### src/rtl/instr_issue_unit.sv
// Instruction issue unit: a circular FIFO of 13-bit instruction words that
// feeds a vector processor. After each issue, ISSUE_GAP NOP cycles follow.
// Optional feature macro: ISSUE_COUNT_EN adds the 16-bit issued_count output.
//
// Handshake: in_valid/in_ready follow strict valid/ready semantics. A word
// transfers on a rising edge where both are high. in_valid must not depend
// on in_ready. in_ready is taken from the registered count only, with no
// same-cycle bypass. The output side has no backpressure: instr_valid marks
// the single cycle in which instruction carries an issued word.
module instr_issue_unit #(
  parameter int          DEPTH     = 8,
  parameter int          ISSUE_GAP = 1,
  parameter logic [12:0] NOP_INSTR = 13'h0000
) (
  input  logic                     clk,
  input  logic                     rst,
  input  logic                     in_valid,
  input  logic [12:0]              in_instr,
  output logic                     in_ready,
  input  logic                     hold,
  input  logic                     flush,
  output logic [12:0]              instruction,
  output logic                     instr_valid,
  output logic [$clog2(DEPTH):0]   count,
  output logic [1:0]               dbg_state
`ifdef ISSUE_COUNT_EN
  ,
  output logic [15:0]              issued_count
`endif
);

  localparam int              AW      = $clog2(DEPTH);
  localparam int              CW      = AW + 1;
  localparam logic [CW-1:0]   FULL    = CW'(DEPTH);
  localparam logic [3:0]      GAP_LEN = 4'(ISSUE_GAP);

  typedef enum logic [1:0] {
    IDLE  = 2'd0,
    ISSUE = 2'd1,
    GAP   = 2'd2
  } state_e;

  state_e        state_q, state_d;
  logic [3:0]    gap_q, gap_d;
  logic [AW-1:0] rd_ptr_q, rd_ptr_d;
  logic [AW-1:0] wr_ptr_q, wr_ptr_d;
  logic [CW-1:0] count_q, count_d;
  logic [12:0]   instr_q, instr_d;
  logic          valid_q, valid_d;
  logic [12:0]   mem_q [DEPTH];

  logic          push_en;
  logic          decide;
  logic          issue;

`ifdef ISSUE_COUNT_EN
  logic [15:0]   issued_q, issued_d;
  assign issued_count = issued_q;
`endif

  assign in_ready    = (count_q < FULL);
  assign count       = count_q;
  assign instruction = instr_q;
  assign instr_valid = valid_q;
  assign dbg_state   = state_q;

  // A push that coincides with flush is dropped.
  assign push_en = in_valid && in_ready && !flush;

  // Issue decisions happen only on the edges that leave IDLE, leave ISSUE
  // when there is no gap, or end the final GAP cycle.
  always_comb begin
    decide = 1'b0;
    unique case (state_q)
      IDLE:    decide = 1'b1;
      ISSUE:   decide = (ISSUE_GAP == 0);
      GAP:     decide = (gap_q <= 4'd1);
      default: decide = 1'b1;
    endcase
  end

  assign issue = decide && (count_q != '0) && !hold;

  // Next-state, pointer, count and output-register logic.
  always_comb begin
    state_d  = state_q;
    gap_d    = gap_q;
    rd_ptr_d = rd_ptr_q;
    wr_ptr_d = wr_ptr_q;
    count_d  = count_q;
    instr_d  = NOP_INSTR;
    valid_d  = 1'b0;
`ifdef ISSUE_COUNT_EN
    issued_d = issued_q;
`endif
    if (flush) begin
      state_d  = IDLE;
      gap_d    = 4'd0;
      rd_ptr_d = '0;
      wr_ptr_d = '0;
      count_d  = '0;
    end else begin
      if (issue) begin
        instr_d  = mem_q[rd_ptr_q];
        valid_d  = 1'b1;
        rd_ptr_d = rd_ptr_q + 1'b1;
        state_d  = ISSUE;
        gap_d    = 4'd0;
`ifdef ISSUE_COUNT_EN
        issued_d = issued_q + 16'd1;
`endif
      end else if (decide) begin
        state_d = IDLE;
        gap_d   = 4'd0;
      end else if (state_q == ISSUE) begin
        state_d = GAP;
        gap_d   = GAP_LEN;
      end else begin
        gap_d = gap_q - 4'd1;
      end
      if (push_en) begin
        wr_ptr_d = wr_ptr_q + 1'b1;
      end
      unique case ({push_en, issue})
        2'b10:   count_d = count_q + 1'b1;
        2'b01:   count_d = count_q - 1'b1;
        default: count_d = count_q;
      endcase
    end
  end

  // Control and output registers; reset overrides flush, push and issue.
  always_ff @(posedge clk) begin
    if (rst) begin
      state_q  <= IDLE;
      gap_q    <= 4'd0;
      rd_ptr_q <= '0;
      wr_ptr_q <= '0;
      count_q  <= '0;
      instr_q  <= NOP_INSTR;
      valid_q  <= 1'b0;
`ifdef ISSUE_COUNT_EN
      issued_q <= 16'd0;
`endif
    end else begin
      state_q  <= state_d;
      gap_q    <= gap_d;
      rd_ptr_q <= rd_ptr_d;
      wr_ptr_q <= wr_ptr_d;
      count_q  <= count_d;
      instr_q  <= instr_d;
      valid_q  <= valid_d;
`ifdef ISSUE_COUNT_EN
      issued_q <= issued_d;
`endif
    end
  end

  // FIFO storage: written on accepted pushes, deliberately not reset.
  always_ff @(posedge clk) begin
    if (push_en && !rst) begin
      mem_q[wr_ptr_q] <= in_instr;
    end
  end

endmodule

### config.mk
export PLATFORM = sky130hd
export DESIGN_NAME = instr_issue_unit
export DESIGN_NICKNAME = d
export VERILOG_FILES = /design/src/rtl/instr_issue_unit.sv
export SDC_FILE = /design/constraint.sdc
export NUM_CORES = 1
export LEC_CHECK = 0
export ABC_AREA = 1
export BUFFER_PORTS_ARGS = -buffer_cell sky130_fd_sc_hd__buf_4
export CAP_MARGIN = 20
export CORE_ASPECT_RATIO = 1.5
export CORE_MARGIN = 2
export CORE_UTILIZATION = 45
export CTS_BUF_LIST = sky130_fd_sc_hd__clkbuf_2 sky130_fd_sc_hd__clkbuf_4 sky130_fd_sc_hd__clkbuf_8
export DETAILED_ROUTE_END_ITERATION = 16
export PLACE_DENSITY = 0.67
export REMOVE_ABC_BUFFERS = 1
export SETUP_SLACK_MARGIN = 0.02
export SLEW_MARGIN = 10
export SYNTH_ARGS = -nofsm -noshare
export SYNTH_HDL_FRONTEND = slang
export SYNTH_SLANG_ARGS = --single-unit
### constraint.sdc
create_clock -name clk -period 6.51 [get_ports clk]
set_input_delay 1.302 -clock clk [delete_from_list [all_inputs] [get_ports clk]]
set_output_delay 1.302 -clock clk [all_outputs]
set_load 0.01 [all_outputs]
==> results.py <==
metrics = {
    "die": {
        "num_rows": 48,
        "die_w_microns": 92.8,
        "die_y_microns": 137,
        "start_util_pct": 46.2,
        "io-pin-count": 39,
        "die_area_sq_um": 12700,
        "core_area_sq_um": 11500,
    },
    "drt": {
        "wl_per_cell_microns": 16.3,
        "vias_per_cell": 5.26,
        "finalWirelength_microns": 10800,
        "drc": 0,
        "vias": 3503,
        "drtIter0Drc": 295,
        "drt-pass1-iter-count": 5,
        "final_antenna_net_count": 0,
    },
    "timing": {
        "tns_ns": 0,
        "tightest_slew_ns": 1.02,
        "fmax_ghz": 0.354,
        "drv_slew": 0,
        "min_period_over_period_pct": 43.4,
        "period_minus_slack_ns": 2.83,
        "finalSetupViolations": 0,
        "timing.hold.ws_ns": 0.502,
        "relSlewSlack_pct": 31.4,
        "rsz0062_at_grt": "no",
        "clock_skew_ns": 0.00727,
        "finalHoldViolCount": 0,
    },
    "power_and_ir_drop": {
        "p_sw_w": 0.000395,
        "powerDensity_nw_per_um2": 270,
        "p_sw_share_pct": 23.6,
        "ir_drop_mv": 0.140,
        "p_comb_share_pct": 5.8,
        "p_clk_share_pct": 38.3,
        "leakage_nw": 2.26,
        "p_seq_share_pct": 55.8,
        "p_int_w": 0.00128,
    },
    "clock_tree": {
        "insertion_delay_ns": 0.44,
        "cts_resized": 0,
        "ctsLongestPathBuffers": 2,
        "post_cts_buffers": 0,
        "clk_pin_slew_ns": 0.08,
        "cts_max_level": 4,
        "cts_tree": "yes",
        "cts-root-buf": "clkbuf_8",
        "hold_buffers": 0,
        "clock-sinks": 134,
        "cts_buffers": 17,
    },
    "finish": {
        "area_growth_pct": 16.1,
        "final_cell_area_sq_um": 6180,
        "seq_area_sq_um": 3720,
        "multi_input_area_sq_um": 1430,
        "nets": 528,
        "fill_cells": 1035,
        "drive_gt1_share_pct": 21.9,
        "antennaDiodeCount": 0,
    },
    "grt": {
        "grt_overflow_total": 0,
        "grt_pass1_vias": 3460,
        "grt_pass1_wl_microns": 17500,
        "grt_max_degree": 55,
        "antenna_found_initial": 0,
        "grt.total_usage_pct": 18.4,
    },
    "place": {
        "place_hpwl_microns": 6770,
        "place_area_sq_um": 5800,
        "gp_congestion": 0.738,
        "io_buffer_count": 38,
    },
    "setup_path": {
        "critPathRequiredTime_ns": 6.66,
        "critPathMaxFanout": 7,
        "crit_path_end_kind": "flop",
        "setup.worst_path.class": "input port to flop",
        "startpoint_type": "input port",
        "arrival_ns": 2.98,
    },
    "outcome": {
        "status": "completed",
    },
    "yosys": {
        "synth_area_leaders": "edfxtp_1 59%, dfxtp_1 11%, nor2_1 6.3%",
        "syn-instance-count": 456,
        "ys_ff_latch": 134,
        "avgSynthCellArea_sq_um": 11.7,
        "yosysWarnings": 0,
        "yosysSeqAreaShare_pct": 69.9,
        "synth_top_cell_by_area": "edfxtp_1",
        "syn_area_sq_um": 5320,
        "yosys.area.top_type_share_pct": 58.7,
        "synth_cell_types": 27,
    },
    "hold_path": {
        "hold_class": "flop to flop",
    },
    "job": {
        "maxCapViolCount": 0,
    },
}
==> cells in the final DEF, fill, tap and decap left out, types with 3 or more instances in the layout <==
master        n
inv_2         8
a21oi_1      15
xnor2_1       3
inv_1        17
nor4_2        4
clkinv_2      3
nand2_1      44
clkbuf_8     18
ha_1          7
a21oi_2       8
o21ai_0      39
buf_4        47
dfxtp_1      30
o21ai_1      48
inv_4         3
clkinvlp_4    4
nand3_1       3
edfxtp_1    104
nor2_1       89
==> metrics by stage <==
stage,utilization (%),worst slack [ns],cells,power (W)
global placement,50.1,3.28,632,0.00105
detailed placement,50.3,3.26,633,0.00105
CTS,53.5,3.70,665,0.00169
floorplan,-,3.16,435,0.00101
global route,53.6,3.56,666,0.00173
finish,53.6,3.68,666,0.00167
==> cell families (layout without fill, tap and decap cells) <==
family / count (synthesis) / in the layout / share of synthesized area [%]
AO/OA/AOI/OAI: 110 / 110 / 10.9
XOR/XNOR: 5 / 5 / 0.823
adder cells (fa/ha/maj): 7 / 7 / 1.65
buffers and inverters: 47 / 107 / 4.16
flip-flops: 134 / 134 / 69.9
AND/OR/NAND/NOR: 153 / 153 / 12.5
==> sequential cells by signal, indices dropped and copies added, names as in the netlist <==
| register | count |
|---|---|
| gap_q | 4 |
| rd_ptr_q | 3 |
| dbg_state | 2 |
| mem_q | 104 |
| wr_ptr_q | 3 |
| count | 4 |
| instr_valid | 1 |
| instruction | 13 |
==> metal layers <==
metal	track usage, %	wire length [microns]
met5	0	0
met2	31.5	5720
met3	5.25	434
met4	7.19	256
met1	22.0	4430
==> worst max-delay path, stage by stage <==
cell and delay, ns:
buf_4 0.13, inv_2 0.05, nand3_2 0.17, inv_2 0.11, nand2_1 0.12, nor4_2 0.80, buf_4 0.29
==> power by group through the flow <==
stage	registers [W]	clock network (W)	logic [W]
finish	0.000933	0.000640	0.0000974
global route	0.000933	0.000691	0.000110
CTS	0.000933	0.000654	0.0000985
detailed placement	0.000952	0	0.0000979
global placement	0.000952	0	0.0000963
floorplan	0.000957	0	0.0000514
==> final timing paths <==
path,start,endpoint,slack [ns],cells after the start
worst max-delay path,flush,mem_q[3][11],3.68,7
worst min-delay path,gap_q[0],gap_q[0],0.50,1
worst max register to register,gap_q[0],count[2],4.24,15
worst min register to register,gap_q[0],gap_q[0],0.50,1
==> area by class of cell <==
cell class                 instances  area share, %
timing repair buffer              49           6.07
clock inverter                    14           2.00
tap                              150           3.04
multi-input combinational        275           23.1
clock buffer                      18           4.01
sequential                       134           60.2
inverter                          26           1.60
==> synthesized netlist by cell type <==
cell and count:
nand2_2 1, nor2_8 2, ha_1 7, clkinv_2 1
inv_2 8, xnor2_1 3, xor2_1 2, buf_4 6
buf_2 11, a21oi_1 15, nand2_1 44, buf_6 1
nor2_1 89, or2_1 1, nand4_2 1, clkbuf_1 3
o21ai_1 48, edfxtp_1 104, o21ai_0 39, nor4_1 4
nand3_1 3, dfxtp_1 30, nand3_2 2, nand2_4 2
a21oi_2 8, inv_1 17, nor3_1 4
Note: power is estimated with default switching activity, not from simulation.
